File: src/rtl/instr_encoder.sv
// rtl/instr_encoder.sv - streaming MIPS-subset instruction encoder
//
// Accepts one mnemonic plus operand fields per handshake and emits the
// encoded 32-bit word(s) with sequential word addresses, ready to be written
// into instruction memory. BLT/BGE pseudo-instructions expand to SLT followed
// by BNE/BEQ through a scratch register.
//
// Ports:
//   clk, rstN             clock (rising edge), asynchronous active-low reset
//   inValid / inReady     request handshake; inReady is high only in IDLE
//   mnemonic              0 LW 1 SW 2 J 3 JAL 4 BEQ 5 BNE 6 XORI 7 ADDI
//                         8 ADD 9 SUB 10 SLT 11 JR 12 NOP 13 MOVE 14 BLT 15 BGE
//   rdIn, rsIn, rtIn      register fields
//   immIn, targetIn       immediate / branch offset, jump target
//   outValid / outReady   output word handshake
//   instrOut, pcOut       encoded word and its word address
//   pcLoad, pcLoadVal     address counter load, honoured only in IDLE
//   err                   one-cycle pulse when a request is rejected
module instr_encoder #(
  parameter int ADDR_W   = 10,
  parameter int TEMP_REG = 1
) (
  input  logic              clk,
  input  logic              rstN,
  input  logic              inValid,
  output logic              inReady,
  input  logic [3:0]        mnemonic,
  input  logic [4:0]        rdIn,
  input  logic [4:0]        rsIn,
  input  logic [4:0]        rtIn,
  input  logic [15:0]       immIn,
  input  logic [25:0]       targetIn,
  output logic              outValid,
  input  logic              outReady,
  output logic [31:0]       instrOut,
  output logic [ADDR_W-1:0] pcOut,
  input  logic              pcLoad,
  input  logic [ADDR_W-1:0] pcLoadVal,
  output logic              err
);

  localparam logic [4:0] TEMP = TEMP_REG[4:0];

  localparam logic [5:0] OP_RTYPE = 6'h00;
  localparam logic [5:0] OP_LW    = 6'h23;
  localparam logic [5:0] OP_SW    = 6'h2b;
  localparam logic [5:0] OP_J     = 6'h02;
  localparam logic [5:0] OP_JAL   = 6'h03;
  localparam logic [5:0] OP_BEQ   = 6'h04;
  localparam logic [5:0] OP_BNE   = 6'h05;
  localparam logic [5:0] OP_XORI  = 6'h0e;
  localparam logic [5:0] OP_ADDI  = 6'h08;

  localparam logic [5:0] FN_ADD = 6'h20;
  localparam logic [5:0] FN_SUB = 6'h22;
  localparam logic [5:0] FN_SLT = 6'h2a;
  localparam logic [5:0] FN_JR  = 6'h08;

  typedef enum logic [1:0] {
    IDLE  = 2'd0,
    SEND1 = 2'd1,
    SEND2 = 2'd2
  } state_t;

  state_t      state;
  logic [31:0] word2;
  logic        two_word;

  // Combinational encode of the request currently on the inputs
  logic [31:0] enc_w1;
  logic [31:0] enc_w2;
  logic        enc_two;
  logic        enc_bad;
  logic [15:0] imm_m1;
  logic [31:0] slt_tmp;

  // Pseudo branches sit one word earlier than the real branch, so the
  // offset relative to the branch itself is one less.
  assign imm_m1  = immIn - 16'd1;
  assign slt_tmp = {OP_RTYPE, rsIn, rtIn, TEMP, 5'd0, FN_SLT};

  always_comb begin
    enc_w1  = '0;
    enc_w2  = '0;
    enc_two = 1'b0;
    enc_bad = 1'b0;
    case (mnemonic)
      4'd0:  enc_w1 = {OP_LW,   rsIn, rtIn, immIn};
      4'd1:  enc_w1 = {OP_SW,   rsIn, rtIn, immIn};
      4'd2:  enc_w1 = {OP_J,    targetIn};
      4'd3:  enc_w1 = {OP_JAL,  targetIn};
      4'd4:  enc_w1 = {OP_BEQ,  rsIn, rtIn, immIn};
      4'd5:  enc_w1 = {OP_BNE,  rsIn, rtIn, immIn};
      4'd6:  enc_w1 = {OP_XORI, rsIn, rtIn, immIn};
      4'd7:  enc_w1 = {OP_ADDI, rsIn, rtIn, immIn};
      4'd8:  enc_w1 = {OP_RTYPE, rsIn, rtIn, rdIn, 5'd0, FN_ADD};
      4'd9:  enc_w1 = {OP_RTYPE, rsIn, rtIn, rdIn, 5'd0, FN_SUB};
      4'd10: enc_w1 = {OP_RTYPE, rsIn, rtIn, rdIn, 5'd0, FN_SLT};
      4'd11: enc_w1 = {OP_RTYPE, rsIn, 5'd0, 5'd0, 5'd0, FN_JR};
      4'd12: enc_w1 = {OP_RTYPE, 5'd0, 5'd0, 5'd0, 5'd0, FN_ADD};
      4'd13: enc_w1 = {OP_RTYPE, rsIn, 5'd0, rdIn, 5'd0, FN_ADD};
      4'd14: begin
        enc_w1  = slt_tmp;
        enc_w2  = {OP_BNE, TEMP, 5'd0, imm_m1};
        enc_two = 1'b1;
        enc_bad = (immIn == 16'h8000);
      end
      default: begin
        enc_w1  = slt_tmp;
        enc_w2  = {OP_BEQ, TEMP, 5'd0, imm_m1};
        enc_two = 1'b1;
        enc_bad = (immIn == 16'h8000);
      end
    endcase
  end

  always_ff @(posedge clk or negedge rstN) begin
    if (!rstN) begin
      state    <= IDLE;
      inReady  <= 1'b1;
      outValid <= 1'b0;
      instrOut <= '0;
      pcOut    <= '0;
      err      <= 1'b0;
      word2    <= '0;
      two_word <= 1'b0;
    end else begin
      err <= 1'b0;
      case (state)
        IDLE: begin
          if (pcLoad) begin
            pcOut <= pcLoadVal;
          end
          if (inValid) begin
            if (enc_bad) begin
              // Offset underflow: swallow the request, stay ready
              err <= 1'b1;
            end else begin
              instrOut <= enc_w1;
              word2    <= enc_w2;
              two_word <= enc_two;
              outValid <= 1'b1;
              inReady  <= 1'b0;
              state    <= SEND1;
            end
          end
        end
        SEND1: begin
          if (outReady) begin
            pcOut <= pcOut + 1'b1;
            if (two_word) begin
              instrOut <= word2;
              state    <= SEND2;
            end else begin
              outValid <= 1'b0;
              inReady  <= 1'b1;
              state    <= IDLE;
            end
          end
        end
        SEND2: begin
          if (outReady) begin
            pcOut    <= pcOut + 1'b1;
            outValid <= 1'b0;
            inReady  <= 1'b1;
            state    <= IDLE;
          end
        end
        default: begin
          outValid <= 1'b0;
          inReady  <= 1'b1;
          state    <= IDLE;
        end
      endcase
    end
  end

endmodule

File: config.mk
export PLATFORM = sky130hd
export DESIGN_NAME = instr_encoder
export DESIGN_NICKNAME = d
export VERILOG_FILES = /design/src/rtl/instr_encoder.sv
export SDC_FILE = /design/constraint.sdc
export NUM_CORES = 1
export LEC_CHECK = 0
export ABC_AREA = 0
export BUFFER_PORTS_ARGS = -buffer_cell sky130_fd_sc_hd__clkbuf_2
export CAP_MARGIN = 30
export CORE_ASPECT_RATIO = 1.4
export CORE_UTILIZATION = 56
export CTS_BUF_LIST = sky130_fd_sc_hd__clkbuf_16
export DETAILED_ROUTE_END_ITERATION = 7
export PLACE_DENSITY = 0.87
export SLEW_MARGIN = 25
export SYNTH_ARGS = -nofsm -noshare
export SYNTH_HDL_FRONTEND = slang
export SYNTH_SLANG_ARGS = --single-unit
File: constraint.sdc
create_clock -name clk -period 3.6 [get_ports clk]
set_input_delay 0.54 -clock clk [delete_from_list [all_inputs] [get_ports clk]]
set_output_delay 0.54 -clock clk [all_outputs]
set_load 0.01 [all_outputs]
==> flow_metrics.py <==
metrics = {
    "cts": {
        "cts_setup_buffers": 0,
        "cts_root_buf": "clkbuf_16",
        "htreeDepth": 3,
        "clock_sinks": 65,
        "post_cts_resized": 0,
        "cts_tree": "yes",
        "clock_latency_ns": 0.33,
        "numCtsBuffers": 9,
        "clkTransAtPathRegs_ns": 0.05,
        "cts_hold_buffers": 0,
        "clockBufferDepth": 2,
    },
    "logic_synthesis": {
        "synth_top_area_cell": "dfrtp_1",
        "synth.most_common_cell": "nand2_1",
        "synth_edf_count": 0,
        "synth-seq-cells": 65,
        "ys_types": 58,
        "synthFlopType": "dfrtp_1",
        "synth_warnings": 0,
        "synthCells": 426,
        "yosys-top-cells-count": "nand2_1 (72), dfrtp_1 (64), a21oi_1 (30)",
        "synth_area_leaders": "dfrtp_1 (42%), nand2_1 (7.0%), o31ai_1 (4.3%), a21oi_1 (3.9%), o21ai_0 (3.4%)",
        "ys_seq_area_frac": 0.4246,
        "synthesis.nets": 509,
        "async_reset_ff_frac": 1.000,
        "synthDominantCellAreaShare": 0.4178,
        "syn_area_mm2": 0.003834,
        "synth_area_per_cell_um2": 8.999,
    },
    "place": {
        "place_area_mm2": 0.004464,
        "place_ws_ns": 1.000,
        "hpwl_mm": 7.481,
        "portBuffers": 119,
        "gp_congestion": 0.8965,
    },
    "worst_setup_path": {
        "critPathSlowestCell": "o21ai_4",
        "crit_fanout": 28,
        "crit_chain": "clkbuf_2 > and3_4 > nand4_1 > o21ai_4 > buf_4 > nand2_1 > o21ai_0",
        "crit_family": "compound AO/OA/AOI/OAI gates",
        "cp.buffers_inverters": 2,
        "cp-start-kind": "primary input",
        "slowest_delay_ns": 0.65,
        "crit_type": "in -> reg",
        "r2r_setup_slack_ns": 1.38,
        "cp-end-kind": "flip-flop",
        "required_ns": 3.84,
        "crit_arrival_ns": 2.54,
    },
    "cells_and_area": {
        "synthToLayoutAreaGrowth_pct": 25.20,
        "nFillCells": 494,
        "drive_gt1_frac": 0.3044,
        "fin_area_mm2": 0.004800,
        "diodes": 0,
        "nNetsFinal": 620,
    },
    "timing": {
        "hold_viol_final": 0,
        "setup_violations": 0,
        "slew_viol_final": 0,
        "fin_setup_tns_ns": 0,
        "finClkSkew_ns": 0.005919,
        "slew_headroom": 0.3603,
        "worstMarginPinSlew_ns": 0.9560,
        "max_freq_mhz": 435.0,
        "rsz0062_at_grt": "no",
        "worst_slack_ns": 1.301,
        "finalCritPeriodShare": 0.6386,
        "finalCriticalPeriod_ns": 2.299,
    },
    "detailed_routing": {
        "vias": 3839,
        "initialDrtViolationCount": 310,
        "routed_via_density": 6.055,
        "drc": 0,
        "ant_nets": 0,
        "dr.pass1.iters": 8,
        "totalWireLength_mm": 10.45,
        "post_drt_wl_per_cell_um": 16.48,
    },
    "power": {
        "pwr_density_cell_mw_per_mm2": 772.8,
        "p_leak_nw": 2.257,
        "p_total_mw": 3.709,
        "irDropWorstVdd_mv": 0.3450,
    },
    "die": {
        "fp.dieH_um": 99.90,
        "dieArea_mm2": 0.007185,
        "start_util": 0.5798,
        "io_pins": 121,
        "core_mm2": 0.006613,
        "rows": 35,
        "die_x_um": 71.93,
    },
    "global_route": {
        "met2_usage": 0.4935,
        "top_usage_layer": "met2",
        "antenna_found_initial": 0,
        "grt_pass1_wl_mm": 16.54,
        "grt_max_degree": 33,
        "grt_use_met3": 0.05924,
        "met1_usage": 0.3699,
        "track_usage": 0.3000,
        "overflow": 0,
        "grt_pass1_vias": 3586,
    },
    "flow_run": {
        "cap_violations": 0,
    },
    "hold_path": {
        "min_path_type": "in -> async",
    },
    "status": {
        "status": "completed",
    },
}
==> layout make-up <==
cell class                      instances  area [um2]  area share
Tap cell                               92       115.1     0.02398
Multi-Input combinational cell        324        2008      0.4184
Sequential cell                        65        1628      0.3392
Inverter                                8       30.03    0.006257
Timing Repair Buffer                  129       683.2      0.1423
Clock buffer                            9       225.2     0.04692
Clock inverter                          7       110.1     0.02294
==> registers in the layout, indices dropped and copies added (netlist names) <==
register,flops
word2,18
inReady,1
two_word,1
outValid,1
state,2
instrOut,31
pcOut,10
err,1
==> through the flow <==
step	hold slack [ns]	utilization	instances
after floorplan	0.2444	-	426
after global placement	0.4633	0.6721	617
after detailed placement	0.4676	0.6751	618
after CTS	0.1504	0.7258	634
after global routing	0.1726	0.7258	634
final	0.1507	0.7258	634
==> layout by cell type (no fill, tap or decap), drive strengths merged, types with 9 or more instances in the layout <==
cell	count
buf	11
nor2	26
nor3	9
nand3	11
clkbuf	127
dfrtp	64
o31ai	28
a21oi	30
o21ai	33
nand2	72
==> where the power goes <==
group | switching [mW] | total, mW | internal, mW
registers | 0.188 | 1.18 | 0.989
clock network | 0.314 | 0.983 | 0.669
logic | 0.929 | 1.55 | 0.619
total | 1.43 | 3.71 | 2.28
==> layer usage <==
| layer | up-vias | part of all wire |
|---|---|---|
| li1 | 1784 | - |
| met1 | 1834 | 0.40 |
| met2 | 180 | 0.50 |
| met3 | 41 | 0.059 |
| met4 | 0 | 0.039 |
| met5 | - | 0 |
==> path summary, 6_finish.rpt <==
| check | depth (start not counted) | endpoint | start |
|---|---|---|---|
| max | 7 | instrOut[1]$_DFFE_PN0P_ | mnemonic[1] |
| min | 1 | instrOut[25]$_DFFE_PN0P_ | rstN |
| max reg2reg | 8 | pcOut[9]$_DFFE_PN0P_ | state[0]$_DFFE_PN0P_ |
| min reg2reg | 2 | instrOut[24]$_DFFE_PN0P_ | instrOut[24]$_DFFE_PN0P_ |
| max in group asynchronous | 3 | inReady$_DFFE_PN1P_ | rstN |
| min in group clk | 2 | word2[26]$_DFFE_PN0P_ | mnemonic[0] |
==> kinds of logic (layout without fill, tap and decap cells) <==
kind of cell	Yosys count	after routing	share of synthesized area
and+or+nand+nor	154	154	0.1942
AOI/OAI and AO/OA	139	139	0.2451
DFF	65	65	0.4246
buffers and inverters	37	153	0.05450
xor gates and xnor gates	12	12	0.02741
muxes	11	11	0.03035
adders and majority gates	7	7	0.02284
other	1	1	0.0009782
(Power assumes the default switching activity.)
